===== src/rtl/uart_pkg.sv =====
// Shared UART types, constants and helpers.
// Used by the oversampling receiver and tick generator.
package uart_pkg;

  typedef enum logic [2:0] {
    IDLE,
    START,
    DATA,
    PARITY,
    STOP
  } uart_rx_state_t;

  localparam int PARITY_NONE = 0;
  localparam int PARITY_EVEN = 1;
  localparam int PARITY_ODD  = 2;

  localparam int OS_RATE = 16;

  function automatic logic maj3(
    input logic a,
    input logic b,
    input logic c
  );
    return (a & b) | (a & c) | (b & c);
  endfunction

endpackage


===== src/rtl/uart_os_tick_gen.sv =====
// Oversample tick generator: one pulse every OS_DIV clocks while enabled.
// Held at zero when disabled so each enable starts a fresh period.
module uart_os_tick_gen
  import uart_pkg::*;
#(
  parameter int CLK_FREQ  = 50000000,
  parameter int BAUD_RATE = 9600
) (
  input  logic clk,
  input  logic rst_n,
  input  logic en,
  output logic os_tick
);

  localparam int OS_DIV = CLK_FREQ / (BAUD_RATE * OS_RATE);
  localparam int CW = (OS_DIV < 2) ? 1 : $clog2(OS_DIV);
  localparam logic [CW-1:0] LAST = CW'(OS_DIV - 1);

  generate
    if (OS_DIV < 2) begin : g_bad_div
      $error("uart_os_tick_gen: OS_DIV must be at least 2");
    end
  endgenerate

  logic [CW-1:0] cnt;

  always_ff @(posedge clk or negedge rst_n) begin
    if (!rst_n) begin
      cnt <= '0;
    end else if (!en || cnt == LAST) begin
      cnt <= '0;
    end else begin
      cnt <= cnt + 1'b1;
    end
  end

  assign os_tick = en && (cnt == LAST);

endmodule


===== src/rtl/uart_rx_os.sv =====
// 16x oversampling UART receiver with majority vote, parity/frame
// checks, break detection and a ready/valid output with overrun pulse.
module uart_rx_os
  import uart_pkg::*;
#(
  parameter int CLK_FREQ    = 50000000,
  parameter int BAUD_RATE   = 9600,
  parameter int DATA_BITS   = 8,
  parameter int PARITY_MODE = 0,
  parameter int STOP_BITS   = 1,
  parameter int SYNC_STAGES = 2
) (
  input  logic                 clk,
  input  logic                 rst_n,
  input  logic                 rx,
  output logic [DATA_BITS-1:0] data_out,
  output logic                 data_valid,
  input  logic                 data_ready,
  output logic                 parity_err,
  output logic                 frame_err,
  output logic                 overrun,
  output logic                 break_det,
  output logic                 busy
);

  localparam logic [3:0] LAST_DATA = 4'(DATA_BITS - 1);
  localparam logic [3:0] LAST_STOP = 4'(STOP_BITS - 1);

  generate
    if (DATA_BITS < 5 || DATA_BITS > 9) begin : g_bad_data
      $error("uart_rx_os: DATA_BITS must be 5..9");
    end
    if (PARITY_MODE < 0 || PARITY_MODE > 2) begin : g_bad_par
      $error("uart_rx_os: PARITY_MODE must be 0..2");
    end
    if (STOP_BITS < 1 || STOP_BITS > 2) begin : g_bad_stop
      $error("uart_rx_os: STOP_BITS must be 1 or 2");
    end
    if (SYNC_STAGES < 2) begin : g_bad_sync
      $error("uart_rx_os: SYNC_STAGES must be at least 2");
    end
  endgenerate

  uart_rx_state_t state, state_nx;

  logic [SYNC_STAGES-1:0] sync_q;
  logic                   rx_s;
  logic                   os_tick;
  logic                   tick_en;
  logic [3:0]             os_cnt;
  logic [3:0]             bit_cnt;
  logic                   s7, s8;
  logic                   bit_val;
  logic                   at_dec;
  logic                   at_wrap;
  logic                   frame_end;
  logic                   par_calc;
  logic [DATA_BITS-1:0]   shift_q;
  logic                   par_q;
  logic                   frm_q;
  logic                   stop0_q;
  logic                   done_q;

  always_ff @(posedge clk or negedge rst_n) begin
    if (!rst_n) begin
      sync_q <= '1;
    end else begin
      sync_q <= {sync_q[SYNC_STAGES-2:0], rx};
    end
  end

  assign rx_s = sync_q[SYNC_STAGES-1];

  uart_os_tick_gen #(
    .CLK_FREQ (CLK_FREQ),
    .BAUD_RATE(BAUD_RATE)
  ) u_tick (
    .clk    (clk),
    .rst_n  (rst_n),
    .en     (tick_en),
    .os_tick(os_tick)
  );

  // Vote uses the two stored samples plus the live one at os_cnt 9.
  assign at_dec   = os_tick && (os_cnt == 4'd9);
  assign at_wrap  = os_tick && (os_cnt == 4'd15);
  assign bit_val  = maj3(s7, s8, rx_s);
  assign par_calc = (^shift_q) ^ (PARITY_MODE == PARITY_ODD);

  always_ff @(posedge clk or negedge rst_n) begin
    if (!rst_n) begin
      state <= IDLE;
    end else begin
      state <= state_nx;
    end
  end

  always_comb begin
    state_nx = state;
    unique case (state)
      IDLE: begin
        if (!rx_s) state_nx = START;
      end
      START: begin
        if (at_dec && bit_val) state_nx = IDLE;
        else if (at_wrap) state_nx = DATA;
      end
      DATA: begin
        if (at_wrap && bit_cnt == LAST_DATA)
          state_nx = (PARITY_MODE != PARITY_NONE) ? PARITY : STOP;
      end
      PARITY: begin
        if (at_wrap) state_nx = STOP;
      end
      STOP: begin
        if (frame_end) state_nx = IDLE;
      end
      default: state_nx = IDLE;
    endcase
  end

  always_comb begin
    busy      = (state != IDLE);
    tick_en   = (state != IDLE);
    frame_end = (state == STOP) && at_dec && (bit_cnt == LAST_STOP);
  end

  always_ff @(posedge clk or negedge rst_n) begin
    if (!rst_n) begin
      os_cnt  <= '0;
      bit_cnt <= '0;
      s7      <= 1'b0;
      s8      <= 1'b0;
    end else begin
      if (state == IDLE) os_cnt <= '0;
      else if (os_tick) os_cnt <= os_cnt + 4'd1;
      if (os_tick && os_cnt == 4'd7) s7 <= rx_s;
      if (os_tick && os_cnt == 4'd8) s8 <= rx_s;
      if (state == IDLE || state == START) begin
        bit_cnt <= '0;
      end else if (at_wrap) begin
        if ((state == DATA && bit_cnt != LAST_DATA) || state == STOP)
          bit_cnt <= bit_cnt + 4'd1;
        else
          bit_cnt <= '0;
      end
    end
  end

  always_ff @(posedge clk or negedge rst_n) begin
    if (!rst_n) begin
      shift_q <= '0;
      par_q   <= 1'b0;
      frm_q   <= 1'b0;
      stop0_q <= 1'b0;
      done_q  <= 1'b0;
    end else begin
      done_q <= frame_end;
      if (state == START) begin
        shift_q <= '0;
        par_q   <= 1'b0;
        frm_q   <= 1'b0;
        stop0_q <= 1'b0;
      end else if (at_dec) begin
        unique case (1'b1)
          state == DATA: begin
            shift_q <= {bit_val, shift_q[DATA_BITS-1:1]};
          end
          state == PARITY: begin
            par_q <= (par_calc != bit_val);
          end
          state == STOP: begin
            if (!bit_val) frm_q <= 1'b1;
            if (bit_cnt == 4'd0) stop0_q <= !bit_val;
          end
          default: ;
        endcase
      end
    end
  end

  // A completed frame only lands if the holding register is free
  // or being drained in the same cycle; otherwise it is dropped.
  always_ff @(posedge clk or negedge rst_n) begin
    if (!rst_n) begin
      data_out   <= '0;
      data_valid <= 1'b0;
      parity_err <= 1'b0;
      frame_err  <= 1'b0;
      overrun    <= 1'b0;
      break_det  <= 1'b0;
    end else begin
      overrun   <= done_q && data_valid && !data_ready;
      break_det <= done_q && (shift_q == '0) && stop0_q;
      if (done_q && (!data_valid || data_ready)) begin
        data_out   <= shift_q;
        parity_err <= par_q;
        frame_err  <= frm_q;
        data_valid <= 1'b1;
      end else if (data_valid && data_ready) begin
        data_valid <= 1'b0;
      end
    end
  end

endmodule

===== config.mk =====
export PLATFORM = sky130hd
export DESIGN_NAME = uart_rx_os
export DESIGN_NICKNAME = d
export VERILOG_FILES = /design/src/rtl/uart_pkg.sv /design/src/rtl/uart_os_tick_gen.sv /design/src/rtl/uart_rx_os.sv
export SDC_FILE = /design/constraint.sdc
export NUM_CORES = 1
export LEC_CHECK = 0
export ABC_AREA = 1
export CELL_PAD_IN_SITES_DETAIL_PLACEMENT = 1
export CELL_PAD_IN_SITES_GLOBAL_PLACEMENT = 1
export CORE_MARGIN = 1
export CORE_UTILIZATION = 30
export CTS_BUF_LIST = sky130_fd_sc_hd__clkbuf_2 sky130_fd_sc_hd__clkbuf_4 sky130_fd_sc_hd__clkbuf_8
export CTS_CLUSTER_SIZE = 16
export DETAILED_ROUTE_END_ITERATION = 6
export GPL_TIMING_DRIVEN = 0
export PLACE_DENSITY_LB_ADDON = 0.1
export SYNTH_ARGS = -nofsm -noshare
export SYNTH_HDL_FRONTEND = slang
export SYNTH_SLANG_ARGS = --single-unit

===== constraint.sdc =====
create_clock -name clk -period 2.7 [get_ports clk]
set_input_delay 0.54 -clock clk [delete_from_list [all_inputs] [get_ports clk]]
set_output_delay 0.54 -clock clk [all_outputs]
set_load 0.05 [all_outputs]

# Word-level counts from Yosys, hierarchy flattened

Index checks and enable logic that the tools add are counted.

Register bits: 49
Latch bits: 0
Bits in writable memories: 0
Bits in read-only memories: 0
Input bits: 4
Output and inout bits: 14
Memories: 0

Add/subtract/negate cells: 3
Multipliers: 0
Div/mod/pow operators: 0
Magnitude comparators: 0
Equality and inequality tests: 18
Shift-type cells: 0
Mux-type cells: 29
Bitwise operators: 5
Reduce and logical (&&, ||, !) cells: 42

Operators with widths:

| cell                | number |
|---|---|
| $mux 8              | 3 |
| $mux 4              | 5 |
| $mux 3              | 6 |
| $logic_and 1x1->1   | 16 |
| $reduce_bool 2->1   | 8 |
| $pmux 3 s5          | 1 |
| $mux 1              | 13 |
| $eq 4x4->1 const B  | 3 |
| $add 9x1->9 const B | 1 |
| $eq 9x9->1 const B  | 1 |
| $mux 9              | 1 |
| $add 4x1->4 const B | 2 |
| $eq 4x3->1 const B  | 2 |
| $logic_not 8->1     | 1 |
| $ne 2x2->1 const B  | 4 |
| $reduce_xor 8->1    | 1 |
| $eq 3x2->1 const B  | 2 |
| $reduce_and 3->1    | 2 |
| $reduce_and 5->1    | 1 |
| $logic_not 1->1     | 4 |
| $logic_not 4->1     | 1 |
| $logic_or 1x1->1    | 4 |
| $ne 4x3->1 const B  | 1 |
| $reduce_and 2->1    | 2 |
| other kinds (9)     | 12 |

# Longest topological paths before layout

Gate-level depths: netlist of run 1.

Depth after elaboration: 8
Depth in mapped cells: 11
Gate-level depth less buffers: 11

# Cells and area by module

A second synthesis of run 1 with hierarchy kept.

Cells, all modules: 296
Area, all modules: 2466.1 µm²

Modules (own cells, without submodules):

| module           | instances | cells an instance | area each (µm²) | sequential area each (µm²) |
|---|---|---|---|---|
| uart_rx_os       | 1         | 227               | 1968.1          | 1003.5 |
| uart_os_tick_gen | 1         | 69                | 498.0           | 225.2 |

# Worst setup path after synthesis of run 1

OpenSTA, ideal clock, no wires.

Kind: register -> register
Start: register u_tick.cnt[0]
End: register par_q
Arrival: 1.394 ns
Path slack: 1.188 ns
Cell stages (with the launch flop): 11
Buffers on the path: 0
Clock period less this slack: 1.512 ns
Path through: dfrtp_1 > inv_1 > ha_1 > nand2_1 > nor2_2 > nand2_2 > nor2_4 > nand2_1 > nand2_1 > nand2_1 > o21a_1

Cells in the longest elaborated chain, start to end: 5

Ends and longest elaborated chain:

| item                               | line                   | RTL |
|---|---|---|
| start: declaration                 | uart_os_tick_gen.sv:25 | `logic [CW-1:0] cnt;` |
| start signal: assignment           | uart_os_tick_gen.sv:33 | `cnt <= cnt + 1'b1;` |
| $eq 9x9->1                         | uart_os_tick_gen.sv:37 | `assign os_tick = en && (cnt == LAST);` |
| $logic_and 1x1->1                  | uart_os_tick_gen.sv:37 |  |
| $logic_and 1x1->1                  | uart_rx_os.sv:85       | `assign at_dec = os_tick && (os_cnt == 4'd9);` |
| $reduce_bool 2->1 (no source line) | -                      |  |
| $reduce_and 2->1 (no source line)  | -                      |  |
| end signal: assignment             | uart_rx_os.sv:170      | `par_q <= (par_calc != bit_val);` |
| end: declaration                   | uart_rx_os.sv:59       | `logic par_q;` |

Every way passes these cells.
A chain may end at the register's enable or synchronous reset.

# Worst setup path after layout of run 1

Start: register state[1]
End: output busy

Cells in the longest elaborated chain, start to end: 1

Ends and longest elaborated chain:

| item                     | line              | RTL |
|---|---|---|
| start: declaration       | uart_rx_os.sv:44  | `uart_rx_state_t state, state_nx;` |
| start signal: assignment | uart_rx_os.sv:94  | `state <= state_nx;` |
| $reduce_bool 3->1        | uart_rx_os.sv:123 | `busy = (state != IDLE);` |
| end: declaration         | uart_rx_os.sv:23  | `output logic busy` |

Every way passes these cells.

==> out/results.txt, run 1 <==
DRC = 0
share of cells above drive strength 1 = 15.9%
DR pass1 iterations = 4
commonest non-fill, non-tap cell in the layout = nand2_1
antenna cells = 0
CTS tree = built
initial DRC count = 33
Crit. End Element = output pin
most frequent cells in the layout = nand2_1, dfrtp_1, inv_1, nor2_1, o21ai_0
worst r2r path cells = 11
WL per Instance = 12.5 um
NumNets Final = 322
Yosys top cell by area = dfrtp_1
worst r2r dst = shift_q[0]$_DFFE_PN0P_
Worst Clk Skew = 0.00743 ns
status = completed
vias per cell = 4.55
clock power share = 45.2%
DR vias = 1878
clk sink count = 49
Worst IR Drop VDD = 217 uV
worst rel slew slack = 63.3%
sequential area share after synthesis = 48.8%
combinational power share = 1.6%
Final Slew Violations = 0
post-synth cell types = 37
Sw Ratio = 19.8%
post-synth top area share = 46.7%
Setup Viol. Count Final = 0
port bufs = 17
DIE HEIGHT = 93.6 um
final core utilization = 36.3%
Fillers = 975
R2R Path Start = u_tick.cnt[0]$_DFF_PN0_
Critical Path RT = 2.16 ns
Synth Cell Area = 2520 sq um
Synth Area in Adders = 5.46%
largest family of logic cells by synthesized area = simple AND/OR/NAND/NOR gates
Register Area = 1230 sq um
Worst Max-Slew Pin Slew = 0.550 ns
worst setup path class = flop to output pin
DP HPWL = 3970 um
crit path launch = state[1]$_DFFE_PN0P_
Yosys warnings = 0
initial antenna violation count = 0
area delta synth->final = 17.9%
GRT overflow = 0
Synth Area in XOR/XNOR = 1.74%
mux cell area share after synthesis = 0%
Global Route Usage Sum = 13.8%
Gate Count Post-Synth = 282
# hold bufs at CTS = 0
maximum clock insertion buffer count = 2
vias in the first global route = 2017
area of the multi-input gates = 1090 sq um
Starting Density = 30.8%
CORE AREA = 8180 sq um
CP max FO = 9
largest net degree at the start of global routing = 28
#FFs+latches synth = 49
startpoint class of the critical path = flop
Clock Latency Late Sink = 0.30 ns
Placer Congestion = 0.694
min-delay worst type = input port to async pin
Routed WL = 5160 um
Seq pwr share = 53.2%
Syn Nets = 297
CTS Root Cell = clkbuf_8
post-cts sizing count = 0
Final ANT Viol Nets = 0
Final Total Pwr = 1.39 mW
period utilization = 86.5%
Post-CTS Setup Inserts = 0
cts bufs inserted = 5
Cell Rows = 33
global-route wire length before repair = 9520 um
I/O pin count = 18
Reg clk slew, reported paths = 0.10 ns
net switching power = 0.275 mW
Synth Area in Compound Gates = 11.5%
H-tree Lvls = 2
Post-Synth Simple-Gate Area = 24.6%
Hold Fails Final Rpt = 0
Syn Area/Cell = 8.93 sq um
Max Freq = 428 MHz
PwrDens = 466 nW/um^2
Lkg Pwr = 1.31 nW
RSZ-0062 raised after global routing = no
die area = 8770 sq um
internal power = 1.11 mW
post-route minimum period = 2.34 ns
# Max-Cap Violations = 0
Synth area leaders = dfrtp_1, nand2_1, ha_1, inv_1, o21ai_0
WP data arrival = 1.80 ns
Die Wd = 93.6 um
R2R setup slack = 0.98 ns
-- per-layer routing --
layer / vias up / track usage (%) / wire [um]
li1: 953 / - / -
met4: 0 / 3.85 / 54
met1: 904 / 17.4 / 2510
met3: 4 / 2.68 / 101
met2: 17 / 24.0 / 2490
met5: - / 0 / 0
-- flip-flops by register name (all words and copies together) (netlist names) --
register    cells
data_out        8
frame_err       1
u_tick.cnt      9
shift_q         8
s8              1
bit_cnt         4
break_det       1
frm_q           1
sync_q          2
par_q           1
s7              1
overrun         1
parity_err      1
done_q          1
stop0_q         1
data_valid      1
os_cnt          4
state           3
-- worst max-delay path: stages, from the launching register on --
cell and delay, ns:
dfrtp_1 0.46, nor2_4 0.07, nand2_4 0.14, clkdlybuf4s50_1 0.83
-- area by class of cell --
class | count | area share, %
multi-input cells | 183 | 36.8
flip-flops and latches | 49 | 41.4
clock inverters | 3 | 2.19
well taps | 105 | 4.42
repair buffers | 18 | 6.24
inverters | 45 | 5.69
clock buffers | 5 | 2.32
plain buffers | 5 | 0.969
-- power groups by stage --
stage | Clock (mW) | Combinational (mW) | Sequential (mW)
final | 0.626 | 0.0221 | 0.737
after floorplan | 0 | 0.000694 | 0.751
after global placement | 0 | 0.0211 | 0.751
after global routing | 0.680 | 0.0268 | 0.737
after detailed placement | 0 | 0.0241 | 0.751
after CTS | 0.656 | 0.0244 | 0.737
-- synth_stat cells --
cell type,number
a21boi_1,1
a21oi_1,13
a21oi_2,2
a21oi_4,1
a31oi_1,1
buf_2,2
buf_6,1
clkbuf_1,2
clkinv_1,1
dfrtp_1,47
dfstp_2,2
ha_1,11
inv_1,35
inv_2,9
nand2_1,55
nand2_2,4
nand2_4,1
nand3_1,11
nand3_2,4
nand4_1,6
nand4_4,1
nor2_1,21
nor2_2,3
nor2_4,4
nor3_1,3
nor3_2,1
nor3b_1,3
nor3b_4,1
nor4b_2,1
o21a_1,2
o21ai_0,18
o21ai_1,7
o21ai_2,1
o31ai_1,1
o31ai_4,1
xnor2_1,2
xor2_1,3
-- metrics by stage --
| step | hold WS [ns] | cell area [sq um] | instances | TNS, ns | setup slack (ns) |
|---|---|---|---|---|---|
| 6_report | 0.206 | 2970 | 413 | 0 | 0.364 |
| 5_1_grt | 0.247 | 2970 | 413 | 0 | 0.299 |
| 3_3_place_gp | 0.347 | 2820 | 404 | -24.63 | -0.527 |
| 4_1_cts | 0.226 | 2970 | 413 | 0 | 0.337 |
| 2_1_floorplan | 0.244 | 2520 | 282 | 0 | 1.19 |
| 3_5_place_dp | 0.348 | 2840 | 405 | 0 | 0.696 |
-- cell families after synthesis --
family / Yosys count
AND/OR/NAND/NOR: 119
flip-flops: 49
adder cells (fa/ha/maj): 11
buffers and inverters: 50
XOR/XNOR: 5
AO/OA/AOI/OAI: 48
-- how the worst max path moves through the flow --
stage	to	slack (ns)	depth (start not counted)
after global placement	bit_cnt[1]$_DFFE_PN0P_	-0.53	1
after CTS	busy	0.34	3
final	busy	0.36	3
after floorplan	par_q$_DFFE_PN0P_	1.19	10
after global routing	busy	0.30	3
after detailed placement	busy	0.70	3
Power figures use the tool's default switching activity.
==> run 2, diff against run 1 <==
Settings changed: CAP_MARGIN from default to 20.
==> out/results.txt, run 2 (synthesized netlist as in run 1, its figures left out) <==
biggest regs = u_tick.cnt: 9 flops, data_out: 8 flops, shift_q: 8 flops (unchanged)
max reg flops = 9 (unchanged)
CTS Root Cell = clkbuf_8 (unchanged)
worst rel slew slack = 63.3% (unchanged)
startpoint class of the critical path = flop (unchanged)
post-cts sizing count = 0 (unchanged)
commonest non-fill, non-tap cell in the layout = nand2_1 (unchanged)
share of cells above drive strength 1 = 15.9% (unchanged)
DRC = 0 (unchanged)
RSZ-0062 raised after global routing = no (unchanged)
clk sink count = 49 (unchanged)
CTS tree = built (unchanged)
CP delay by family, top = buffers and inverters (unchanged)
WP data arrival = 1.80 ns (about the same)
Worst path max stage delay = 0.83 ns (about the same)
Final ANT Viol Nets = 0 (unchanged)
# hold bufs at CTS = 0 (unchanged)
Hold Fails Final Rpt = 0 (unchanged)
most frequent cells in the layout = nand2_1, dfrtp_1, inv_1, nor2_1, o21ai_0 (unchanged)
vias in the first global route = 2017 (unchanged)
NumNets Final = 322 (unchanged)
Global Route Usage Sum = 13.8% (unchanged)
antenna cells = 0 (unchanged)
Fillers = 975 (unchanged)
crit-path cells = nor2_4 -> nand2_4 -> clkdlybuf4s50_1 (unchanged)
Crit. End Element = output pin (unchanged)
worst setup path class = flop to output pin (unchanged)
slowest CP cell = clkdlybuf4s50_1 (unchanged)
global-route wire length before repair = 9520 um (unchanged)
WL per Instance = 12.5 um (unchanged)
period utilization = 86.5% (unchanged)
CORE AREA = 8180 sq um (unchanged)
DIE HEIGHT = 93.6 um (unchanged)
CP bufs+invs = 1 (unchanged)
initial DRC count = 33 (unchanged)
Starting Density = 30.8% (unchanged)
Final Slew Violations = 0 (unchanged)
Setup Viol. Count Final = 0 (unchanged)
H-tree Lvls = 2 (unchanged)
DR pass1 iterations = 4 (unchanged)
DR vias = 1878 (unchanged)
status = completed (unchanged)
crit path launch = state[1]$_DFFE_PN0P_ (unchanged)
area delta synth->final = 17.9% (unchanged)
Worst Max-Slew Pin Slew = 0.550 ns (unchanged)
I/O pin count = 18 (unchanged)
Max Freq = 428 MHz (unchanged)
WP depth = 3 (unchanged)
Final Total Pwr = 1.39 mW (unchanged)
R2R Path Start = u_tick.cnt[0]$_DFF_PN0_ (unchanged)
Cell Rows = 33 (unchanged)
Worst IR Drop VDD = 217 uV (unchanged)
port bufs = 17 (unchanged)
# Max-Cap Violations = 0 (unchanged)
post-route minimum period = 2.34 ns (unchanged)
GRT overflow = 0 (unchanged)
Lkg Pwr = 1.31 nW (unchanged)
Die Wd = 93.6 um (unchanged)
final core utilization = 36.3% (unchanged)
die area = 8770 sq um (unchanged)
largest net degree at the start of global routing = 28 (unchanged)
Largest Register = u_tick.cnt (unchanged)
Post-CTS Setup Inserts = 0 (unchanged)
cts bufs inserted = 5 (unchanged)
DP HPWL = 3970 um (unchanged)
PwrDens = 466 nW/um^2 (unchanged)
Clock Latency Late Sink = 0.30 ns (about the same)
CP max FO = 9 (unchanged)
Reg clk slew, reported paths = 0.10 ns (about the same)
initial antenna violation count = 0 (unchanged)
worst r2r path cells = 11 (unchanged)
vias per cell = 4.55 (unchanged)
maximum clock insertion buffer count = 2 (unchanged)
Placer Congestion = 0.694 (unchanged)
Worst Clk Skew = 0.00743 ns (unchanged)
Critical Path RT = 2.16 ns (about the same)
Routed WL = 5160 um (unchanged)
min-delay worst type = input port to async pin (unchanged)
-- run 2: cell counts in the layout (fill, tap and decap cells not counted) --
No cell type changed its count.
-- run 2: path summary, 6_finish.rpt --
path	endpoint	slack, ns
min reg2reg	sync_q[1]$_DFF_PN1_	0.36
max reg2reg	shift_q[0]$_DFFE_PN0P_	0.98
max	busy	0.36
max in group asynchronous	sync_q[1]$_DFF_PN1_	1.87
min in group clk	sync_q[1]$_DFF_PN1_	0.36
min	data_out[6]$_DFFE_PN0P_	0.21
-- run 2: layout make-up --
cell class | instances | area (sq um) | share of cell area, %
buffer | 5 | 28.8 | 0.969
clock buffer | 5 | 68.8 | 2.32
clock inverter | 3 | 65.1 | 2.19
inverter | 45 | 169 | 5.69
multi-input combinational | 183 | 1090 | 36.8
sequential | 49 | 1230 | 41.4
tap | 105 | 131 | 4.42
timing repair buffer | 18 | 185 | 6.24
-- run 2: per-layer routing --
metal	GRT usage [%]	vias up	share of wire, %
met5	0	-	0
met2	24.0	17	48
met3	2.68	4	2.0
li1	-	953	-
met1	17.4	904	49
met4	3.85	0	1.0
-- run 2: per-stage QoR --
step / setup WS [ns] / setup TNS [ns] / area (sq um) / hold slack (ns) / cells
after global routing: 0.299 / 0 / 2970 / 0.247 / 413
after global placement: -0.527 / -24.63 / 2820 / 0.347 / 404
after detailed placement: 0.696 / 0 / 2840 / 0.348 / 405
after floorplan: 1.19 / 0 / 2520 / 0.244 / 282
final: 0.364 / 0 / 2970 / 0.206 / 413
after CTS: 0.337 / 0 / 2970 / 0.226 / 413
-- run 2: worst register-to-register path, stage by stage (launching register included) --
cell and delay, ns:
dfrtp_1 0.42, inv_1 0.07, ha_1 0.14, nand2_1 0.07, nor2_2 0.16, nand2_2 0.11, nor2_4 0.17, nand2_1 0.08
nand2_1 0.11, o21ai_2 0.11, nand2_2 0.10, o31ai_4 0.06
-- run 2: power breakdown --
group	total (mW)	switching (mW)	internal, mW
Clock	0.626	0.258	0.368
Sequential	0.737	0.000931	0.736
Combinational	0.0221	0.0159	0.00613
Total	1.39	0.275	1.11
==> run 3, diff against run 2 <==
Settings changed: SKIP_CTS_REPAIR_TIMING from default to 1.
==> results of run 3 <==
Same layout as run 2: the final DEF is identical, and so are final timing and power.
